===== config.mk =====
export PLATFORM = sky130hd
export DESIGN_NAME = sar_result_avg_flat
export DESIGN_NICKNAME = d
export VERILOG_FILES = /design/src/rtl/sar_pkg.sv /design/src/rtl/sar_result_avg_if.sv /design/src/rtl/sar_result_check.sv /design/src/rtl/sar_result_avg.sv /design/src/flat_wrapper.sv
export SDC_FILE = /design/constraint.sdc
export NUM_CORES = 1
export LEC_CHECK = 0
export CAP_MARGIN = 30
export CORE_MARGIN = 2
export CORE_UTILIZATION = 45
export CTS_CLUSTER_SIZE = 8
export DETAILED_ROUTE_END_ITERATION = 7
export GPL_ROUTABILITY_DRIVEN = 0
export PLACE_DENSITY = 0.73
export SYNTH_ARGS = -nofsm -noshare
export SYNTH_HDL_FRONTEND = slang
export SYNTH_SLANG_ARGS = --single-unit
export TNS_END_PERCENT = 30

===== constraint.sdc =====
create_clock -name CLK -period 3.7 [get_ports CLK]
set_clock_uncertainty 0.1 [all_clocks]
set_input_delay 0.555 -clock CLK [delete_from_list [all_inputs] [get_ports CLK]]
set_output_delay 0.555 -clock CLK [all_outputs]
set_load 0.03 [all_outputs]

===== src/rtl/sar_pkg.sv =====
// -----------------------------------------------------------------------------
// sar_pkg
// Shared definitions for the SAR result averager.
//   - state_e      : averager FSM state encoding (IDLE, ACC)
//   - acc_width()  : accumulator width, NBITS + LOG2_AVG
//   - round_const(): round-half-up constant added before the final shift
// -----------------------------------------------------------------------------
package sar_pkg;

    typedef enum logic {
        ST_IDLE = 1'b0,
        ST_ACC  = 1'b1
    } state_e;

    // Sum of 2^LOG2_AVG samples of NBITS each never needs more than this.
    function automatic int acc_width(input int nbits, input int log2_avg);
        return nbits + log2_avg;
    endfunction

    // Half of one output LSB expressed in accumulator units; zero when the
    // averager is a pass-through.
    function automatic int round_const(input int log2_avg);
        return (log2_avg == 0) ? 0 : (1 << (log2_avg - 1));
    endfunction

endpackage : sar_pkg


===== src/rtl/sar_result_avg_if.sv =====
// -----------------------------------------------------------------------------
// sar_result_avg_if
// Bundles the SAR-facing and back-end-facing signals of the result averager.
//   EN, CLR            : control from the system
//   GO                 : conversion request to the SAR
//   VALID_IN, RESULTP,
//   RESULTN            : finished conversion from the SAR
//   DOUT, DOUT_VALID,
//   DOUT_READY         : averaged result, valid/ready toward the back end
//   OVERRUN, ERR       : sticky status flags
// Modports: slave = averager view, master = environment view.
// -----------------------------------------------------------------------------
interface sar_result_avg_if #(
    parameter int NBITS = 8
);
    logic             EN;
    logic             CLR;
    logic             GO;
    logic             VALID_IN;
    logic [NBITS-1:0] RESULTP;
    logic [NBITS-1:0] RESULTN;
    logic [NBITS-1:0] DOUT;
    logic             DOUT_VALID;
    logic             DOUT_READY;
    logic             OVERRUN;
    logic             ERR;

    modport slave (
        input  EN, CLR, VALID_IN, RESULTP, RESULTN, DOUT_READY,
        output GO, DOUT, DOUT_VALID, OVERRUN, ERR
    );

    modport master (
        output EN, CLR, VALID_IN, RESULTP, RESULTN, DOUT_READY,
        input  GO, DOUT, DOUT_VALID, OVERRUN, ERR
    );
endinterface : sar_result_avg_if


===== src/rtl/sar_result_check.sv =====
// -----------------------------------------------------------------------------
// sar_result_check
// Combinational P/N consistency check for one SAR conversion. A conversion is
// consistent when every bit was decided exactly once, i.e. RESULTP ^ RESULTN
// is all ones.
//   valid_in : SAR VALID pulse
//   resultp  : SAR RESULTP word
//   resultn  : SAR RESULTN word
//   accept   : valid and consistent -> accumulate
//   reject   : valid but inconsistent -> drop and flag
// Only present in builds with SAR_RESULT_CHECK_EN defined.
// -----------------------------------------------------------------------------
`ifdef SAR_RESULT_CHECK_EN
module sar_result_check #(
    parameter int NBITS = 8
) (
    input  logic             valid_in,
    input  logic [NBITS-1:0] resultp,
    input  logic [NBITS-1:0] resultn,
    output logic             accept,
    output logic             reject
);
    logic consistent;

    assign consistent = ((resultp ^ resultn) == {NBITS{1'b1}});
    assign accept     = valid_in & consistent;
    assign reject     = valid_in & ~consistent;
endmodule : sar_result_check
`endif


===== src/rtl/sar_result_avg.sv =====
// -----------------------------------------------------------------------------
// sar_result_avg
// Requests SAR conversions, averages 2^LOG2_AVG accepted results with
// round-half-up, and offers each average on a valid/ready port.
// Parameters:
//   NBITS    : conversion width (must match the SAR)
//   LOG2_AVG : log2 of samples per average, 0..6 (0 = pass-through)
// Ports:
//   CLK, RST : clock, asynchronous active-high reset
//   bus      : sar_result_avg_if.slave (EN, CLR, GO, VALID_IN, RESULTP,
//              RESULTN, DOUT, DOUT_VALID, DOUT_READY, OVERRUN, ERR)
// Build option:
//   SAR_RESULT_CHECK_EN : drop conversions whose RESULTP/RESULTN disagree and
//                         raise sticky ERR. Undefined: every VALID_IN sample
//                         is accepted, RESULTN is ignored and ERR stays 0.
// -----------------------------------------------------------------------------
module sar_result_avg
    import sar_pkg::*;
#(
    parameter int NBITS    = 8,
    parameter int LOG2_AVG = 2
) (
    input  logic                CLK,
    input  logic                RST,
    sar_result_avg_if.slave     bus
);
    localparam int ACC_W = acc_width(NBITS, LOG2_AVG);
    localparam int CNT_W = (LOG2_AVG > 0) ? LOG2_AVG : 1;
    localparam logic [ACC_W-1:0] RND      = ACC_W'(round_const(LOG2_AVG));
    localparam logic [CNT_W-1:0] CNT_LAST = CNT_W'((1 << LOG2_AVG) - 1);

    state_e             state_q, state_d;
    logic               go_q, go_d;
    logic [ACC_W-1:0]   acc_sum_q, acc_sum_d;
    logic [CNT_W-1:0]   cnt_q, cnt_d;
    logic [NBITS-1:0]   dout_q, dout_d;
    logic               dout_valid_q, dout_valid_d;
    logic               overrun_q, overrun_d;
    logic               err_q, err_d;

    logic               sample_ok;
    logic               sample_bad;
    logic [ACC_W-1:0]   sum_rnd;

`ifdef SAR_RESULT_CHECK_EN
    sar_result_check #(
        .NBITS (NBITS)
    ) u_check (
        .valid_in (bus.VALID_IN),
        .resultp  (bus.RESULTP),
        .resultn  (bus.RESULTN),
        .accept   (sample_ok),
        .reject   (sample_bad)
    );
`else
    logic unused_resultn;

    assign sample_ok      = bus.VALID_IN;
    assign sample_bad     = 1'b0;
    assign unused_resultn = ^bus.RESULTN;
`endif

    // NOTE: every signal written here gets a default first, so no path can
    // leave it unassigned and infer a latch.
    always_comb begin
        state_d      = state_q;
        acc_sum_d    = acc_sum_q;
        cnt_d        = cnt_q;
        dout_d       = dout_q;
        dout_valid_d = dout_valid_q;
        overrun_d    = overrun_q;
        err_d        = err_q;
        // Completed-average numerator including the sample arriving now; it
        // cannot overflow ACC_W, so the shift needs no saturation.
        sum_rnd      = acc_sum_q + ACC_W'(bus.RESULTP) + RND;

        if (bus.CLR) begin
            state_d      = ST_IDLE;
            acc_sum_d    = '0;
            cnt_d        = '0;
            dout_valid_d = 1'b0;
            overrun_d    = 1'b0;
            err_d        = 1'b0;
        end else begin
            if (dout_valid_q && bus.DOUT_READY) begin
                dout_valid_d = 1'b0;
            end

            case (state_q)
                ST_IDLE: begin
                    // Late VALID_IN from a conversion started before EN fell
                    // lands here and is ignored.
                    if (bus.EN) begin
                        state_d = ST_ACC;
                    end
                end
                ST_ACC: begin
                    if (!bus.EN) begin
                        state_d   = ST_IDLE;
                        acc_sum_d = '0;
                        cnt_d     = '0;
                    end else begin
                        if (sample_bad) begin
                            err_d = 1'b1;
                        end
                        if (sample_ok) begin
                            if (cnt_q == CNT_LAST) begin
                                dout_d       = NBITS'(sum_rnd >> LOG2_AVG);
                                dout_valid_d = 1'b1;
                                // Overwrite only counts as overrun when the
                                // old value is not being consumed this cycle.
                                if (dout_valid_q && !bus.DOUT_READY) begin
                                    overrun_d = 1'b1;
                                end
                                acc_sum_d = '0;
                                cnt_d     = '0;
                            end else begin
                                acc_sum_d = acc_sum_q + ACC_W'(bus.RESULTP);
                                cnt_d     = cnt_q + 1'b1;
                            end
                        end
                    end
                end
                default: state_d = ST_IDLE;
            endcase
        end

        go_d = (state_d == ST_ACC);
    end

    // NOTE: state uses non-blocking assignments so every flop samples the
    // pre-edge values regardless of statement order.
    always_ff @(posedge CLK or posedge RST) begin
        if (RST) begin
            state_q      <= ST_IDLE;
            go_q         <= 1'b0;
            acc_sum_q    <= '0;
            cnt_q        <= '0;
            dout_q       <= '0;
            dout_valid_q <= 1'b0;
            overrun_q    <= 1'b0;
            err_q        <= 1'b0;
        end else begin
            state_q      <= state_d;
            go_q         <= go_d;
            acc_sum_q    <= acc_sum_d;
            cnt_q        <= cnt_d;
            dout_q       <= dout_d;
            dout_valid_q <= dout_valid_d;
            overrun_q    <= overrun_d;
            err_q        <= err_d;
        end
    end

    assign bus.GO         = go_q;
    assign bus.DOUT       = dout_q;
    assign bus.DOUT_VALID = dout_valid_q;
    assign bus.OVERRUN    = overrun_q;
    assign bus.ERR        = err_q;

endmodule : sar_result_avg

===== src/flat_wrapper.sv =====
// flat-port wrapper written by rule: the top's interface ports become plain ports
module sar_result_avg_flat import sar_pkg::*;
#(
    parameter int NBITS    = 8,
    parameter int LOG2_AVG = 2
)
  (CLK, RST, bus_EN, bus_CLR, bus_VALID_IN, bus_RESULTP, bus_RESULTN, bus_DOUT_READY, bus_GO, bus_DOUT, bus_DOUT_VALID, bus_OVERRUN, bus_ERR);
  sar_result_avg_if #(.NBITS(NBITS)) bus_i ();
  input  logic CLK;
  input  logic RST;
  input wire logic [$bits(bus_i.EN)-1:0] bus_EN;
  input wire logic [$bits(bus_i.CLR)-1:0] bus_CLR;
  input wire logic [$bits(bus_i.VALID_IN)-1:0] bus_VALID_IN;
  input wire logic [$bits(bus_i.RESULTP)-1:0] bus_RESULTP;
  input wire logic [$bits(bus_i.RESULTN)-1:0] bus_RESULTN;
  input wire logic [$bits(bus_i.DOUT_READY)-1:0] bus_DOUT_READY;
  output wire logic [$bits(bus_i.GO)-1:0] bus_GO;
  output wire logic [$bits(bus_i.DOUT)-1:0] bus_DOUT;
  output wire logic [$bits(bus_i.DOUT_VALID)-1:0] bus_DOUT_VALID;
  output wire logic [$bits(bus_i.OVERRUN)-1:0] bus_OVERRUN;
  output wire logic [$bits(bus_i.ERR)-1:0] bus_ERR;
  assign bus_i.EN = bus_EN;
  assign bus_i.CLR = bus_CLR;
  assign bus_i.VALID_IN = bus_VALID_IN;
  assign bus_i.RESULTP = bus_RESULTP;
  assign bus_i.RESULTN = bus_RESULTN;
  assign bus_i.DOUT_READY = bus_DOUT_READY;
  assign bus_GO = bus_i.GO;
  assign bus_DOUT = bus_i.DOUT;
  assign bus_DOUT_VALID = bus_i.DOUT_VALID;
  assign bus_OVERRUN = bus_i.OVERRUN;
  assign bus_ERR = bus_i.ERR;
  sar_result_avg #(.NBITS(NBITS), .LOG2_AVG(LOG2_AVG)) u_core (.CLK(CLK), .RST(RST), .bus(bus_i));
endmodule

After elaboration in Yosys (flattened, before gate mapping)
Cells that the tools add are included.
Word-level totals
  register bits after elaboration: 23
  input port bits: 22
  logic and storage cells: 47
Cells by class
  add/sub/neg operators: 3
  equal/unequal tests: 2
  muxes and demuxes: 24
  bitwise operators: 1
  reductions and logical operators: 11
Operators by type and width (count)
  two-way mux 10 bit: 5
  two-way mux 1 bit: 14
  adder 10 x 2 -> 10 bit, second input constant: 1
  adder 10 x 8 -> 10 bit: 1
  two-way mux 2 bit: 5
  AND reduction 5 bit: 2
  nonzero test 2 bit: 5
  != test 3 x 1 -> 1 bit, second input constant: 1
  adder 2 x 1 -> 2 bit, second input constant: 1
  equality test 2 bit, second input constant: 1
  logical AND 1 bit: 2
  AND reduction 2 bit: 1
  zero test 1 bit: 1
  NOT 1 bit: 1

Depth between registers and ports, before layout
Gate-level depths: netlist of run 1.
  depth in word-level cells: 8
  gate-level depth with buffers: 8
  gate-level depth less buffers: 8

Least setup slack after synthesis of run 1
OpenSTA, ideal clock, no wires.
  kind: input-to-reg
  from: in bus_RESULTP[0]
  to: reg u_core.dout_q[5] (netlist: u_core.bus.DOUT[5])
  data arrival time: 2.389 ns
  required time: 3.518 ns
  slack: 1.130 ns
  stages on the path: 8
  path buffers: 0
  cells stage by stage: ha_1 > fa_1 > a21o_1 > a21oi_1 > xnor2_1 > nand3_1 > or3_1 > a31oi_1
Between the ends
  longest elaborated chain between the ends: 2
RTL lines
  from (decl): RTL line flat_wrapper.sv:14  | input wire logic [$bits(bus_i.RESULTP)-1:0] bus_RESULTP;
  adder 10 x 8 -> 10 bit: RTL line sar_result_avg.sv:75  | sum_rnd = acc_sum_q + ACC_W'(bus.RESULTP) + RND;
  adder 10 x 2 -> 10 bit: RTL line sar_result_avg.sv:75
  to (signal assigned): RTL line sar_result_avg.sv:148  | dout_q <= dout_d;
  to (decl): RTL line sar_result_avg.sv:36  | logic [NBITS-1:0] dout_q, dout_d;
No other way between the ends.
A chain may end at the register's enable or synchronous reset.

Worst setup path after layout of run 1
Ends and elaborated chain as after synthesis.

==> flow_summary.yaml, run 1 <==
layout:
  n_antenna_cell: 0
  fin_nets: 219
  drive_gt1_share_pct: 7.57
  areaGrowthSynthToFinish_pct: 19.8
  final_cell_area_um2: 1820
  fillers: 301
die:
  ios: 34
  die_area_um2: 3860
  start_util_pct: 46.3
  rows: 21
  die_y_um: 62.1
  core-area_um2: 3280
  die_w_um: 62.1
yosys:
  postSynthCellCount: 162
  ys.flop_type: "dfrtp_1"
  synth_top_area_share_pct: 37.8
  yosysSeqAreaShare_pct: 37.8
  yosysTopAreaCell: "dfrtp_1"
  ys_types: 52
  synth_area_leaders: "dfrtp_1 38%, ha_1 8.2%, nand2_1 4.7%"
  ys_async_sr_fraction_pct: 100
  synth_edf_count: 0
  yosysWarnings: 0
  synth.avg_cell_area_um2: 9.39
  netlist_area_um2: 1520
  ys_seq_elements: 23
  synth_nets: 195
clock_network:
  clockBufferDepth: 2
  cts_buffers: 3
  post_cts_resize_count: 0
  cts_setup_buffers: 0
  clkSinkCount: 23
  htreeDepth: 1
  clock-root-buffer: "clkbuf_4"
  clk_latency_ps: 310
  ctsHoldBuffers: 0
  cts_tree: "done"
  path_clk_slew_ps: 120
grt:
  track_usage_pct: 18.2
  grt_pass1_vias: 1290
  grt_start_max_net_pins: 24
  grt-ovfl-total: 0
  grt_pass1_wl_mm: 5.76
  antenna_found_initial: 0
pwr:
  p_leak_nw: 0.814
  power.density_nw_per_um2: 264
  worst_ir_drop_vdd_uv: 170
  p_total_mw: 0.482
worst_setup_path:
  arrival_ps: 3010
  worstPathRequired_ps: 3840
  worst_setup_path_start_kind: "input port"
  worst_setup_path_end_kind: "flip-flop"
  crit_type: "input port to flip-flop"
  path_max_fanout: 5
place:
  portBuffers: 24
  placed_cell_area_um2: 1800
  hpwlAfterDp_mm: 2.54
sta:
  fin_tns_setup_ps: 0
  fin_worst_hold_slack_ps: 390
  fmax_mhz: 348
  rsz0062_at_grt: "no"
  min_period_ps: 2870
  fin_crit_sh_pct: 77.6
  slew_violations: 0
  hold_viol: 0
  worstMarginPinSlew_ps: 911
  relSlewSlack_pct: 39.1
  setup_viol: 0
drt:
  wl_per_cell_um: 13.8
  drtAntennaViolNets: 0
  num_vias: 1277
  drtPass1Iterations: 4
  drc: 0
  via_per_inst: 5.53
  drtIter0Drc: 85
  routed_wl_mm: 3.19
run:
  cap_violations: 0
outcome:
  status: "finished, final reports clean"
worst_hold_path:
  worstHoldPathType: "flip-flop to flip-flop"
[logic make-up after synthesis]
| kind of cell | count (synthesis) | synth area share, % |
|---|---|---|
| simple gates | 61 | 21.8 |
| other cells | 1 | 0.246 |
| flops | 23 | 37.8 |
| mux | 1 | 0.658 |
| xor+xnor | 6 | 3.45 |
| fa+ha+maj | 11 | 9.54 |
| compound gates | 49 | 23.7 |
| buf+inv | 10 | 2.80 |
[cell usage in the layout (no fill, tap or decap), drive strengths merged, types with 5 or more instances in the layout]
cell / synthesis / routed
a22o: 6 / 6
o21ai: 12 / 12
dfrtp: 23 / 23
a21oi: 9 / 9
ha: 10 / 10
nand2: 19 / 19
clkdlybuf4s50: 0 / 24
nor2: 9 / 9
inv: 5 / 5
[metal layers]
| metal | track usage (%) | wire length, um | vias to the layer above |
|---|---|---|---|
| li1 | - | - | 644 |
| met1 | 23.3 | 1440 | 606 |
| met2 | 32.6 | 1620 | 25 |
| met3 | 3.26 | 111 | 2 |
| met4 | 3.33 | 21 | 0 |
| met5 | 0 | 0 | - |
[power by group]
part	internal (mW)	switching (mW)	leakage [nW]
Sequential	0.255	0.00355	0.319
Clock	0.0404	0.0738	0.0177
Combinational	0.0485	0.0601	0.478
Total	0.344	0.137	0.814
[through the flow]
step	utilization (%)	cells	setup WS, ps
floorplan	-	162	1130
global placement	54.7	227	551
detailed placement	54.7	227	516
CTS	55.5	231	842
global route	55.5	231	624
finish	55.5	231	830
[Yosys cell counts, types with 4 or more instances]
master   count
o21ai_0     10
a21o_1       4
a22o_1       6
a21oi_1      8
nand3_1      4
nand4_1      4
dfrtp_1     23
nand2_1     19
inv_1        5
nor2_1       9
ha_1        10
[layout make-up]
cell class / instances / area (um^2) / share of cell area, %
Clock buffer: 3 / 22.5 / 1.24
Clock inverter: 1 / 5.00 / 0.275
Inverter: 5 / 18.8 / 1.03
Multi-Input combinational cell: 129 / 903 / 49.6
Sequential cell: 23 / 576 / 31.6
Tap cell: 46 / 57.6 / 3.16
Timing Repair Buffer: 24 / 240 / 13.2
[critical path: stages]
cell,delay [ps]
clkdlybuf4s50_1,410
ha_1,240
fa_1,420
a21o_1,200
a21oi_1,170
xnor2_1,230
nand3_1,240
or3_1,390
a31oi_1,170
[worst paths after layout]
path	start	endpoint	slack (ps)	depth (start not counted)
max	bus_RESULTP[0]	u_core.bus.DOUT[5]$_DFFE_PP0P_	830	9
min	u_core.bus.DOUT[2]$_DFFE_PP0P_	u_core.bus.DOUT[2]$_DFFE_PP0P_	390	2
max reg2reg	u_core.acc_sum_q[0]$_DFFE_PP0P_	u_core.bus.DOUT[5]$_DFFE_PP0P_	1100	8
min reg2reg	u_core.bus.DOUT[2]$_DFFE_PP0P_	u_core.bus.DOUT[2]$_DFFE_PP0P_	390	2
max in group asynchronous	RST	u_core.acc_sum_q[1]$_DFFE_PP0P_	2340	2
min in group asynchronous	RST	u_core.bus.DOUT[7]$_DFFE_PP0P_	610	2
[registers in the layout (all words and copies together), names as in the netlist]
name	flops
u_core.cnt_q	2
u_core.bus.DOUT	8
u_core.state_q	1
u_core.bus.DOUT_VALID	1
u_core.bus.OVERRUN	1
u_core.acc_sum_q	10
No activity file was read; power rests on OpenSTA's default activity.
==> inputs of run 2 (changes only) <==
- clock period: 3.7 -> 2.95 ns (I/O delays scaled with it)
==> run 2 against run 1 <==
Critical path depth unchanged. Worst setup slack got worse by 460 ps. Final area increased by 4.5%. Register-to-register slack got worse by 590 ps. Via count increased by 5.6%. Sequential cell count unchanged. Power increased by 30%. Clock-buffer cell count unchanged. Combinational power increased by 39%. Non-clock buffer count increased by 11. Routed wire length increased by 6.0%. Worst hold slack improved by 2.1 ps. Largest power group unchanged.
==> flow_summary.yaml, run 2 (same netlist as run 1, synthesis figures left out) <==
drt:
  wl_per_cell_um: 14.0
  drtAntennaViolNets: 0
  via_per_inst: 5.57
  drc: 0
  num_vias: 1348
  drtIter0Drc: 51
  routed_wl_mm: 3.38
  drtPass1Iterations: 4
pwr:
  worst_ir_drop_vdd_uv: 262
  p_sw_share_pct: 28.9
  p_leak_nw: 0.867
  internal_power_mw: 0.444
  power.density_nw_per_um2: 328
  power_frac_seq_pct: 52.0
  combPwrFrac_pct: 24.2
  p_clk_share_pct: 23.7
  net-switching-power_mw: 0.180
clock_network:
  clockBufferDepth: 2
  path_clk_slew_ps: 130
  clkSinkCount: 23
  clock-root-buffer: "clkbuf_4"
  clk_latency_ps: 320
  post_cts_resize_count: 0
  cts_buffers: 3
  htreeDepth: 1
  cts_setup_buffers: 0
  cts_tree: "done"
  ctsHoldBuffers: 0
die:
  die_w_um: 62.1
  start_util_pct: 46.3
  core-area_um2: 3280
  die_area_um2: 3860
  die_y_um: 62.1
  rows: 21
  ios: 34
worst_setup_path:
  critPathLaunch: "bus_RESULTP[0]"
  worstPathRequired_ps: 3100
  worst_setup_path_start_kind: "input port"
  r2r_start: "u_core.acc_sum_q[0]$_DFFE_PP0P_"
  path_max_fanout: 4
  r2r_cells: 8
  arrival_ps: 2730
  worst_setup_path_end_kind: "flip-flop"
  r2r_slack_ps: 510
  crit_type: "input port to flip-flop"
grt:
  grt_start_max_net_pins: 24
  antenna_found_initial: 0
  track_usage_pct: 19.6
  grt_pass1_wl_mm: 6.15
  grt-ovfl-total: 0
  grt_pass1_vias: 1381
place:
  placed_cell_area_um2: 1880
  portBuffers: 24
  hpwlAfterDp_mm: 2.74
layout:
  final_common_cell: "clkdlybuf4s50_1"
  n_antenna_cell: 0
  final_cell_area_um2: 1910
  final_cell_mix: "24 x clkdlybuf4s50_1, 23 x dfrtp_1, 19 x nand2_1"
  top_register: "u_core.acc_sum_q"
  areaGrowthSynthToFinish_pct: 25.2
  fin_nets: 230
  drive_gt1_share_pct: 12.8
  largest_reg_flops: 10
sta:
  setup_viol: 0
  rsz0062_at_grt: "no"
  hold_viol: 0
  min_period_ps: 2580
  worstMarginPinSlew_ps: 883
  slew_violations: 0
  relSlewSlack_pct: 41.0
  fin_tns_setup_ps: 0
  fmax_mhz: 388
  fin_crit_sh_pct: 87.3
run:
  cap_violations: 0
worst_hold_path:
  worstHoldPathType: "flip-flop to flip-flop"
  hold_depth: 2
  holdCritStartpoint: "u_core.bus.DOUT[2]$_DFFE_PP0P_"
outcome:
  status: "finished, final reports clean"
run 2: cell count changes in the layout (fill, tap and decap cells not counted):
cell / before / now
buf_4: 0 / 11
run 2: worst max-delay path, cell delays in order:
cell and delay, ps:
clkdlybuf4s50_1 400, ha_1 220, fa_1 410, a21o_1 190, a21oi_1 180, xnor2_1 180
nand3_1 180, or3_1 370, a31oi_1 160
run 2: final cells by class:
| cell class | instances | area (um^2) |
|---|---|---|
| timing repair buffer | 35 | 323 |
| multi-input combinational | 129 | 903 |
| sequential | 23 | 576 |
| clock inverter | 1 | 5.00 |
| clock buffer | 3 | 22.5 |
| inverter | 5 | 18.8 |
| fill | 292 | 1380 |
| tap | 46 | 57.6 |
run 2: per-stage QoR:
stage	hold slack (ps)	total power [mW]	instances	util [%]	setup WS, ps
2_1_floorplan	344	0.425	162	-	492
3_3_place_gp	358	0.477	238	57.2	43.3
3_5_place_dp	369	0.483	238	57.2	27.5
4_1_cts	400	0.635	242	58.0	369
5_1_grt	420	0.667	242	58.0	264
6_report	392	0.624	242	58.0	374
run 2: metal layers:
metal	wire [um]	vias to the layer above	track usage [%]
li1	-	664	-
met1	1520	639	24.0
met2	1680	39	34.8
met3	136	6	3.80
met4	43	0	6.11
met5	0	-	0
run 2: final timing paths:
check	to
max	u_core.bus.DOUT[5]$_DFFE_PP0P_
min	u_core.bus.DOUT[2]$_DFFE_PP0P_
max reg2reg	u_core.bus.DOUT[5]$_DFFE_PP0P_
min reg2reg	u_core.bus.DOUT[2]$_DFFE_PP0P_
max in group asynchronous	u_core.bus.DOUT[1]$_DFFE_PP0P_
min in group asynchronous	u_core.bus.DOUT[7]$_DFFE_PP0P_
run 2: power groups by stage:
stage	logic [mW]	registers (mW)	clock network (mW)
2_1_floorplan	0.0934	0.331	0
3_3_place_gp	0.147	0.331	0
3_5_place_dp	0.152	0.331	0
4_1_cts	0.152	0.325	0.157
5_1_grt	0.169	0.326	0.173
6_report	0.151	0.325	0.148
